[src/rtl/usb_pkg.sv]
// Shared definitions for the USB device responder: PIDs, FSM states and
// default device/endpoint numbers.
package usb_pkg;

    typedef enum logic [3:0] {
        PID_OUT   = 4'b0001,
        PID_IN    = 4'b1001,
        PID_DATA0 = 4'b0011,
        PID_DATA1 = 4'b1011,
        PID_ACK   = 4'b0010,
        PID_NAK   = 4'b1010
    } pid_t;

    typedef enum logic [2:0] {
        ST_IDLE      = 3'd0,
        ST_WAIT_DATA = 3'd1,
        ST_SEND_HS   = 3'd2,
        ST_MEM_RD    = 3'd3,
        ST_MEM_CAP   = 3'd4,
        ST_SEND_DATA = 3'd5,
        ST_WAIT_HS   = 3'd6
    } state_t;

    localparam logic [6:0] DEF_DEV_ADDR = 7'd5;
    localparam logic [3:0] DEF_ADDR_EP  = 4'd4;
    localparam logic [3:0] DEF_DATA_EP  = 4'd8;

endpackage

[src/rtl/usb_dev_timer.sv]
// Clearable cycle counter used to abandon transactions when the host goes
// quiet. Counts while i_run is high, holds zero otherwise, and flags the
// cycle in which the count reaches TIMEOUT-1.
module usb_dev_timer #(
    parameter int TIMEOUT = 255
) (
    input  logic clk,
    input  logic rst_L,
    input  logic i_run,
    output logic o_expired
);

    localparam int W = $clog2(TIMEOUT + 1);
    localparam logic [W-1:0] LAST = W'(TIMEOUT - 1);

    logic [W-1:0] r_cnt;

    // Count wait cycles; zero whenever not waiting, saturate at the last value.
    always_ff @(posedge clk or negedge rst_L) begin
        if (!rst_L) begin
            r_cnt <= '0;
        end else if (!i_run) begin
            r_cnt <= '0;
        end else if (r_cnt != LAST) begin
            r_cnt <= r_cnt + W'(1);
        end else begin
            r_cnt <= r_cnt;
        end
    end

    assign o_expired = i_run && (r_cnt == LAST);

endmodule

[src/rtl/usb_dev_responder.sv]
// Device-side USB responder: answers address-OUT, data-OUT and data-IN
// transactions with handshakes, memory writes and DATA0 replies.
module usb_dev_responder
    import usb_pkg::*;
#(
    parameter logic [6:0] DEV_ADDR  = DEF_DEV_ADDR,
    parameter logic [3:0] ADDR_EP   = DEF_ADDR_EP,
    parameter logic [3:0] DATA_EP   = DEF_DATA_EP,
    parameter int         TIMEOUT   = 255,
    parameter int         MAX_RETRY = 8
) (
    input  logic        clk,
    input  logic        rst_L,
    input  logic        rx_valid,
    input  logic [3:0]  rx_pid,
    input  logic [6:0]  rx_addr,
    input  logic [3:0]  rx_endp,
    input  logic [63:0] rx_data,
    input  logic        rx_ok,
    output logic        tx_req,
    output logic [3:0]  tx_pid,
    output logic [63:0] tx_data,
    input  logic        tx_done,
    output logic [15:0] mem_addr,
    output logic [63:0] mem_wdata,
    output logic        mem_we,
    output logic        mem_re,
    input  logic [63:0] mem_rdata
);

    state_t      r_state;
    logic [3:0]  r_ep;
    logic [15:0] r_addr;
    logic        r_addr_valid;
    logic [3:0]  r_retry;
    logic        r_tx_req;
    logic [3:0]  r_tx_pid;
    logic [63:0] r_tx_data;
    logic [15:0] r_mem_addr;
    logic [63:0] r_mem_wdata;
    logic        r_mem_we;
    logic        r_mem_re;

    logic w_timer_run;
    logic w_timeout;
    logic w_tok_hit;
    logic w_data0_ok;

    assign w_timer_run = (r_state == ST_WAIT_DATA) || (r_state == ST_WAIT_HS);
    assign w_tok_hit   = (rx_addr == DEV_ADDR);
    assign w_data0_ok  = (rx_pid == PID_DATA0) && rx_ok;

    usb_dev_timer #(.TIMEOUT(TIMEOUT)) u_timer (
        .clk       (clk),
        .rst_L     (rst_L),
        .i_run     (w_timer_run),
        .o_expired (w_timeout)
    );

    // Transaction FSM with all outputs and bookkeeping registered.
    always_ff @(posedge clk or negedge rst_L) begin
        if (!rst_L) begin
            r_state      <= ST_IDLE;
            r_ep         <= 4'd0;
            r_addr       <= 16'd0;
            r_addr_valid <= 1'b0;
            r_retry      <= 4'd0;
            r_tx_req     <= 1'b0;
            r_tx_pid     <= 4'd0;
            r_tx_data    <= 64'd0;
            r_mem_addr   <= 16'd0;
            r_mem_wdata  <= 64'd0;
            r_mem_we     <= 1'b0;
            r_mem_re     <= 1'b0;
        end else begin
            // Memory strobes are single-cycle unless re-asserted below.
            r_mem_we <= 1'b0;
            r_mem_re <= 1'b0;
            case (r_state)
                ST_IDLE: begin
                    if (rx_valid && w_tok_hit) begin
                        if ((rx_pid == PID_OUT) &&
                            ((rx_endp == ADDR_EP) || (rx_endp == DATA_EP))) begin
                            r_ep    <= rx_endp;
                            r_state <= ST_WAIT_DATA;
                        end else if ((rx_pid == PID_IN) && (rx_endp == DATA_EP)) begin
                            if (r_addr_valid) begin
                                r_mem_addr <= r_addr;
                                r_mem_re   <= 1'b1;
                                r_retry    <= 4'd0;
                                r_state    <= ST_MEM_RD;
                            end else begin
                                r_tx_pid <= PID_NAK;
                                r_tx_req <= 1'b1;
                                r_state  <= ST_SEND_HS;
                            end
                        end else begin
                            r_state <= ST_IDLE;
                        end
                    end else begin
                        r_state <= ST_IDLE;
                    end
                end
                ST_WAIT_DATA: begin
                    // A packet arriving in the timeout cycle still wins.
                    if (rx_valid) begin
                        if (w_data0_ok && (r_ep == ADDR_EP)) begin
                            r_addr       <= rx_data[15:0];
                            r_addr_valid <= 1'b1;
                            r_tx_pid     <= PID_ACK;
                        end else if (w_data0_ok && (r_ep == DATA_EP) && r_addr_valid) begin
                            r_mem_addr   <= r_addr;
                            r_mem_wdata  <= rx_data;
                            r_mem_we     <= 1'b1;
                            r_addr_valid <= 1'b0;
                            r_tx_pid     <= PID_ACK;
                        end else begin
                            r_tx_pid <= PID_NAK;
                        end
                        r_tx_req <= 1'b1;
                        r_state  <= ST_SEND_HS;
                    end else if (w_timeout) begin
                        r_state <= ST_IDLE;
                    end else begin
                        r_state <= ST_WAIT_DATA;
                    end
                end
                ST_SEND_HS: begin
                    if (tx_done) begin
                        r_tx_req <= 1'b0;
                        r_state  <= ST_IDLE;
                    end else begin
                        r_state <= ST_SEND_HS;
                    end
                end
                ST_MEM_RD: begin
                    r_state <= ST_MEM_CAP;
                end
                ST_MEM_CAP: begin
                    r_tx_data <= mem_rdata;
                    r_tx_pid  <= PID_DATA0;
                    r_tx_req  <= 1'b1;
                    r_state   <= ST_SEND_DATA;
                end
                ST_SEND_DATA: begin
                    if (tx_done) begin
                        r_tx_req <= 1'b0;
                        r_state  <= ST_WAIT_HS;
                    end else begin
                        r_state <= ST_SEND_DATA;
                    end
                end
                ST_WAIT_HS: begin
                    if (rx_valid) begin
                        if (rx_ok && (rx_pid == PID_ACK)) begin
                            r_addr_valid <= 1'b0;
                            r_state      <= ST_IDLE;
                        end else if (!rx_ok || (rx_pid == PID_NAK)) begin
                            // Resend the captured data until retries run out;
                            // the address stays valid so the host can retry later.
                            if (r_retry < 4'(MAX_RETRY)) begin
                                r_retry  <= r_retry + 4'd1;
                                r_tx_req <= 1'b1;
                                r_state  <= ST_SEND_DATA;
                            end else begin
                                r_state <= ST_IDLE;
                            end
                        end else begin
                            r_state <= ST_WAIT_HS;
                        end
                    end else if (w_timeout) begin
                        r_state <= ST_IDLE;
                    end else begin
                        r_state <= ST_WAIT_HS;
                    end
                end
                default: begin
                    r_tx_req <= 1'b0;
                    r_state  <= ST_IDLE;
                end
            endcase
        end
    end

    assign tx_req    = r_tx_req;
    assign tx_pid    = r_tx_pid;
    assign tx_data   = r_tx_data;
    assign mem_addr  = r_mem_addr;
    assign mem_wdata = r_mem_wdata;
    assign mem_we    = r_mem_we;
    assign mem_re    = r_mem_re;

endmodule

[config.mk]
export PLATFORM = sky130hd
export DESIGN_NAME = usb_dev_responder
export DESIGN_NICKNAME = d
export VERILOG_FILES = /design/src/rtl/usb_pkg.sv /design/src/rtl/usb_dev_timer.sv /design/src/rtl/usb_dev_responder.sv
export SDC_FILE = /design/constraint.sdc
export NUM_CORES = 1
export LEC_CHECK = 0
export CELL_PAD_IN_SITES_DETAIL_PLACEMENT = 1
export CELL_PAD_IN_SITES_GLOBAL_PLACEMENT = 2
export CORE_UTILIZATION = 26
export CTS_BUF_LIST = sky130_fd_sc_hd__clkbuf_16
export DETAILED_ROUTE_END_ITERATION = 10
export PLACE_DENSITY_LB_ADDON = 0.08
export SYNTH_ARGS = -nofsm -noshare
export SYNTH_HDL_FRONTEND = slang
export SYNTH_SLANG_ARGS = --single-unit
[constraint.sdc]
create_clock -name clk -period 2.17 [get_ports clk]
set_input_delay 0.5425 -clock clk [delete_from_list [all_inputs] [get_ports clk]]
set_output_delay 0.5425 -clock clk [all_outputs]
set_load 0.01 [all_outputs]
==> summary.md, run 1 <==
| Metric | Value |
|---|---|
| Core area | 28100 um2 |
| Remaining global-route overflow | 0 |
| Adder-cell share of the synthesized area | 0.499% |
| Req. time, crit path | 2.48 ns |
| Tightest Hold Check Type | primary input to async pin |
| Buffers on Ports | 297 |
| H-tree depth | 4 |
| Die X | ~170 um |
| Period utilization | roughly 99% |
| Overall power | 11.8 mW |
| Worst skew pair latency | 0.43 ns |
| Most common cell after layout, fill and taps aside | clkdlybuf4s50_1 |
| Total of max-cap violations | 0 |
| DP Cell Count | 1195 |
| Pleak | 5.34 nW |
| Outcome | finished, final reports clean |
| Die Y | between 150 and 200 um |
| Post-synth top area cell | dfrtp_1 |
| Vias | 5356 |
| Post-DRT Antenna Nets | 0 |
| First-pass GRT wire length | 34500 um |
| CTS Root Cell | clkbuf_16 |
| Layout fillers | 2990 |
| Share of cells above drive strength 1 | 32.2% |
| Startpoint types | primary input |
| Layout net count | 997 |
| Flops & latches, synth | around 190 |
| Inserted Clock Buffers | 17 |
| Gpl congestion | 0.746 |
| TritonRoute pass-1 iters | 5 |
| Cells on worst reg2reg path | 5 |
| Combinational family with the most area after synthesis | multiplexers |
| Ant. Diodes | 0 |
| Xor and xnor area share after synthesis | 0.583% |
| Hold-fix buffers, CTS | 0 |
| Synthesized cell area | 7520 um2 |
| Area growth syn-to-layout | 58.7% |
| Simple-gate share of the synthesized area | between 6 and 7% |
| Async S/R FF share, synth | 100% |
| Overall routed net length | around 23000 um |
| Initial antenna violation count | 0 |
| Reg2reg end | r_ep[2]$_DFFE_PN0P_ |
| DR WL/cell | 18.2 um |
| Clock skew | 0.00961 ns |
| Leading cell types in the layout, fill and taps excluded | clkdlybuf4s50_1 (280), dfrtp_1 (186), mux2_2 (152) |
| Netlist cell types | 57 |
| Total GRT Usage | approximately 15% |
| Synth Area in Compound Gates | under 10% |
| TritonCTS clock tree | built |
| FMAX | about 460 MHz |
| VDD IR-drop max | 414 uV |
| Post-Syn Nets | between 600 and 700 |
| R2R Path Start | r_state[1]$_DFF_PN0_ |
| Number of flops mapped to enable cells by yosys | 0 |
| Num Clock Sinks | 186 |
| Initial core utilization | 26.8% |
| Vias in the first global route | 5959 |
| Die ar. | just under 30000 um2 |
| Fin crit period | 2.15 ns |
| RSZ-0062 raised after global routing | yes |
| # DRC | 0 |
| WS Path Type | primary input to register |
| Io pins | 299 |
| Final Hold Viols | 0 |
| Arrival @ worst endpoint | between 2 and 2.5 ns |
| Detail Placement HPWL | 17000 um |
| Reg2Reg Setup Slack | about 0.040 ns |
| Slew Viols, Final | 0 |
| Post-DR vias/cell | 4.33 |
| Multiplexer share of the synthesized area | 25.2% |
| CTS Buffer Depth | 2 |
| Non-Filler Instances | between 1000 and 1500 |
| 1st-iter DRT viols | about 120 |
| Pwr per Cell Area | 992 nW/um2 |
| Critical Path End Type | register |
| Final setup violation count | 0 |
| Seq/Total Area, Yosys | slightly above 60% |
| Site row count | 61 |
| Yosys top cell area share | about three fifths |
| Largest net degree at the start of global routing | 58 |
| Syn avg cell area | ~15 um2 |
| Ys Warns | 0 |
| Main synth FF type | dfrtp_1 |
| Largest cells by area after synthesis | dfrtp_1 (62%), mux2_2 (23%), mux2_4 (2.0%) |
| CP max FO | 4 |
| Post-Syn Instances | around 500 |
| Clock-pin slew on the worst setup and hold paths | 0.07 ns |
-- through the flow --
stage               utilization, %  hold WS, ns  setup TNS, ns  instance area [um2]  setup WS (ns)
detailed placement            40.1        0.464         -65.36                11300         -0.739
global placement              40.1        0.459         -63.81                11300         -0.721
floorplan                        -        0.247          -3.47                 7520         -0.250
global route                  42.5       0.0242         -0.489                11900        -0.0433
finish                        42.5       0.0206              0                11900         0.0170
CTS                           42.4       0.0157              0                11900        0.00240
-- worst max-delay path by stage --
stage               start                        to  slack, ns  cells after the start
2_1_floorplan  rx_addr[1]  mem_addr[10]$_DFFE_PN0P_      -0.25                      7
3_3_place_gp   rx_addr[0]  mem_addr[15]$_DFFE_PN0P_      -0.72                      7
3_5_place_dp   rx_addr[0]  mem_addr[15]$_DFFE_PN0P_      -0.74                      7
4_1_cts             rx_ok   mem_addr[6]$_DFFE_PN0P_      0.002                      7
5_1_grt        rx_endp[2]   mem_addr[9]$_DFFE_PN0P_      -0.04                      7
6_report       rx_addr[1]       r_ep[2]$_DFFE_PN0P_       0.02                      5
-- cell type report --
type                    count  area, um2  share of cell area (%)
clock buffers              17        425                    3.57
clock inverters            15        136                    1.14
inverters                   6       22.5                   0.189
multi-input cells         287       2790                    23.4
flip-flops and latches    186       4650                    39.0
well taps                 378        473                    3.97
repair buffers            348       3430                    28.7
-- power breakdown --
part,internal (mW),total [mW],switching [mW]
combinational,2.56,4.26,1.70
sequential,4.18,4.57,0.384
clock,1.52,3.00,1.49
total,8.26,11.8,3.58
-- cell families (layout without fill, tap and decap cells) --
| logic type | after synthesis | in the layout |
|---|---|---|
| AOI/OAI and AO/OA | 37 | 37 |
| xor gates and xnor gates | 5 | 5 |
| adders and majority gates | 3 | 3 |
| buffers and inverters | 29 | 386 |
| DFF | 186 | 186 |
| muxes | 165 | 165 |
| other | 1 | 1 |
| and+or+nand+nor | 76 | 76 |
-- registers in the layout (all words and copies together), names as in the netlist --
name           count
mem_wdata         64
tx_data           64
mem_addr          16
r_addr            16
u_timer.r_cnt      8
r_ep               4
r_retry            4
r_state            3
tx_pid             3
mem_re             1
mem_we             1
r_addr_valid       1
tx_req             1
-- critical path, stage by stage --
cell	delay, ns
clkdlybuf4s15_1	0.16
or4bb_4	0.53
or4_1	0.56
nor4_4	0.29
mux2_2	0.38
-- timing repair --
item / 4_1_cts / 5_1_grt
buffers inserted: 6 / 3
pin swaps: 8 / 6
gates cloned: 1 / 0
resized for setup: 49 / 17
setup endpoints to repair: 104 / 39
-- cell usage after synthesis, types with 2 or more instances --
master,count
nand4_1,2
nor3b_1,3
a21oi_1,4
a221o_1,2
mux2_2,152
a21boi_0,3
nand2b_1,7
or4bb_1,2
dfrtp_1,186
a211oi_1,2
nand3b_1,2
buf_6,2
nand2_1,13
inv_1,6
xor2_1,2
nor4_4,2
mux2_4,10
ha_1,3
clkbuf_1,13
buf_2,7
nor2_1,10
o31ai_1,2
or4b_4,2
nor2b_1,6
nor3_1,4
or3b_2,2
and2_1,4
mux2_1,2
a31oi_1,5
o21ai_0,9
nand3_1,5
xnor2_1,3
-- per-layer routing --
metal | vias to the layer above | wire length (um) | global-route usage [%]
met2 | 175 | 11700 | 27.1
li1 | 2478 | - | -
met4 | 0 | 262 | 4.19
met1 | 2687 | 8830 | 17.9
met5 | - | 0 | 0
met3 | 16 | 1770 | 5.17
(Power assumes the default switching activity.)
==> run 2: changes to the inputs <==
- SLEW_MARGIN: not set -> 30
==> results of run 2 <==
No change in the layout: final DEF, timing and power equal those of run 1.
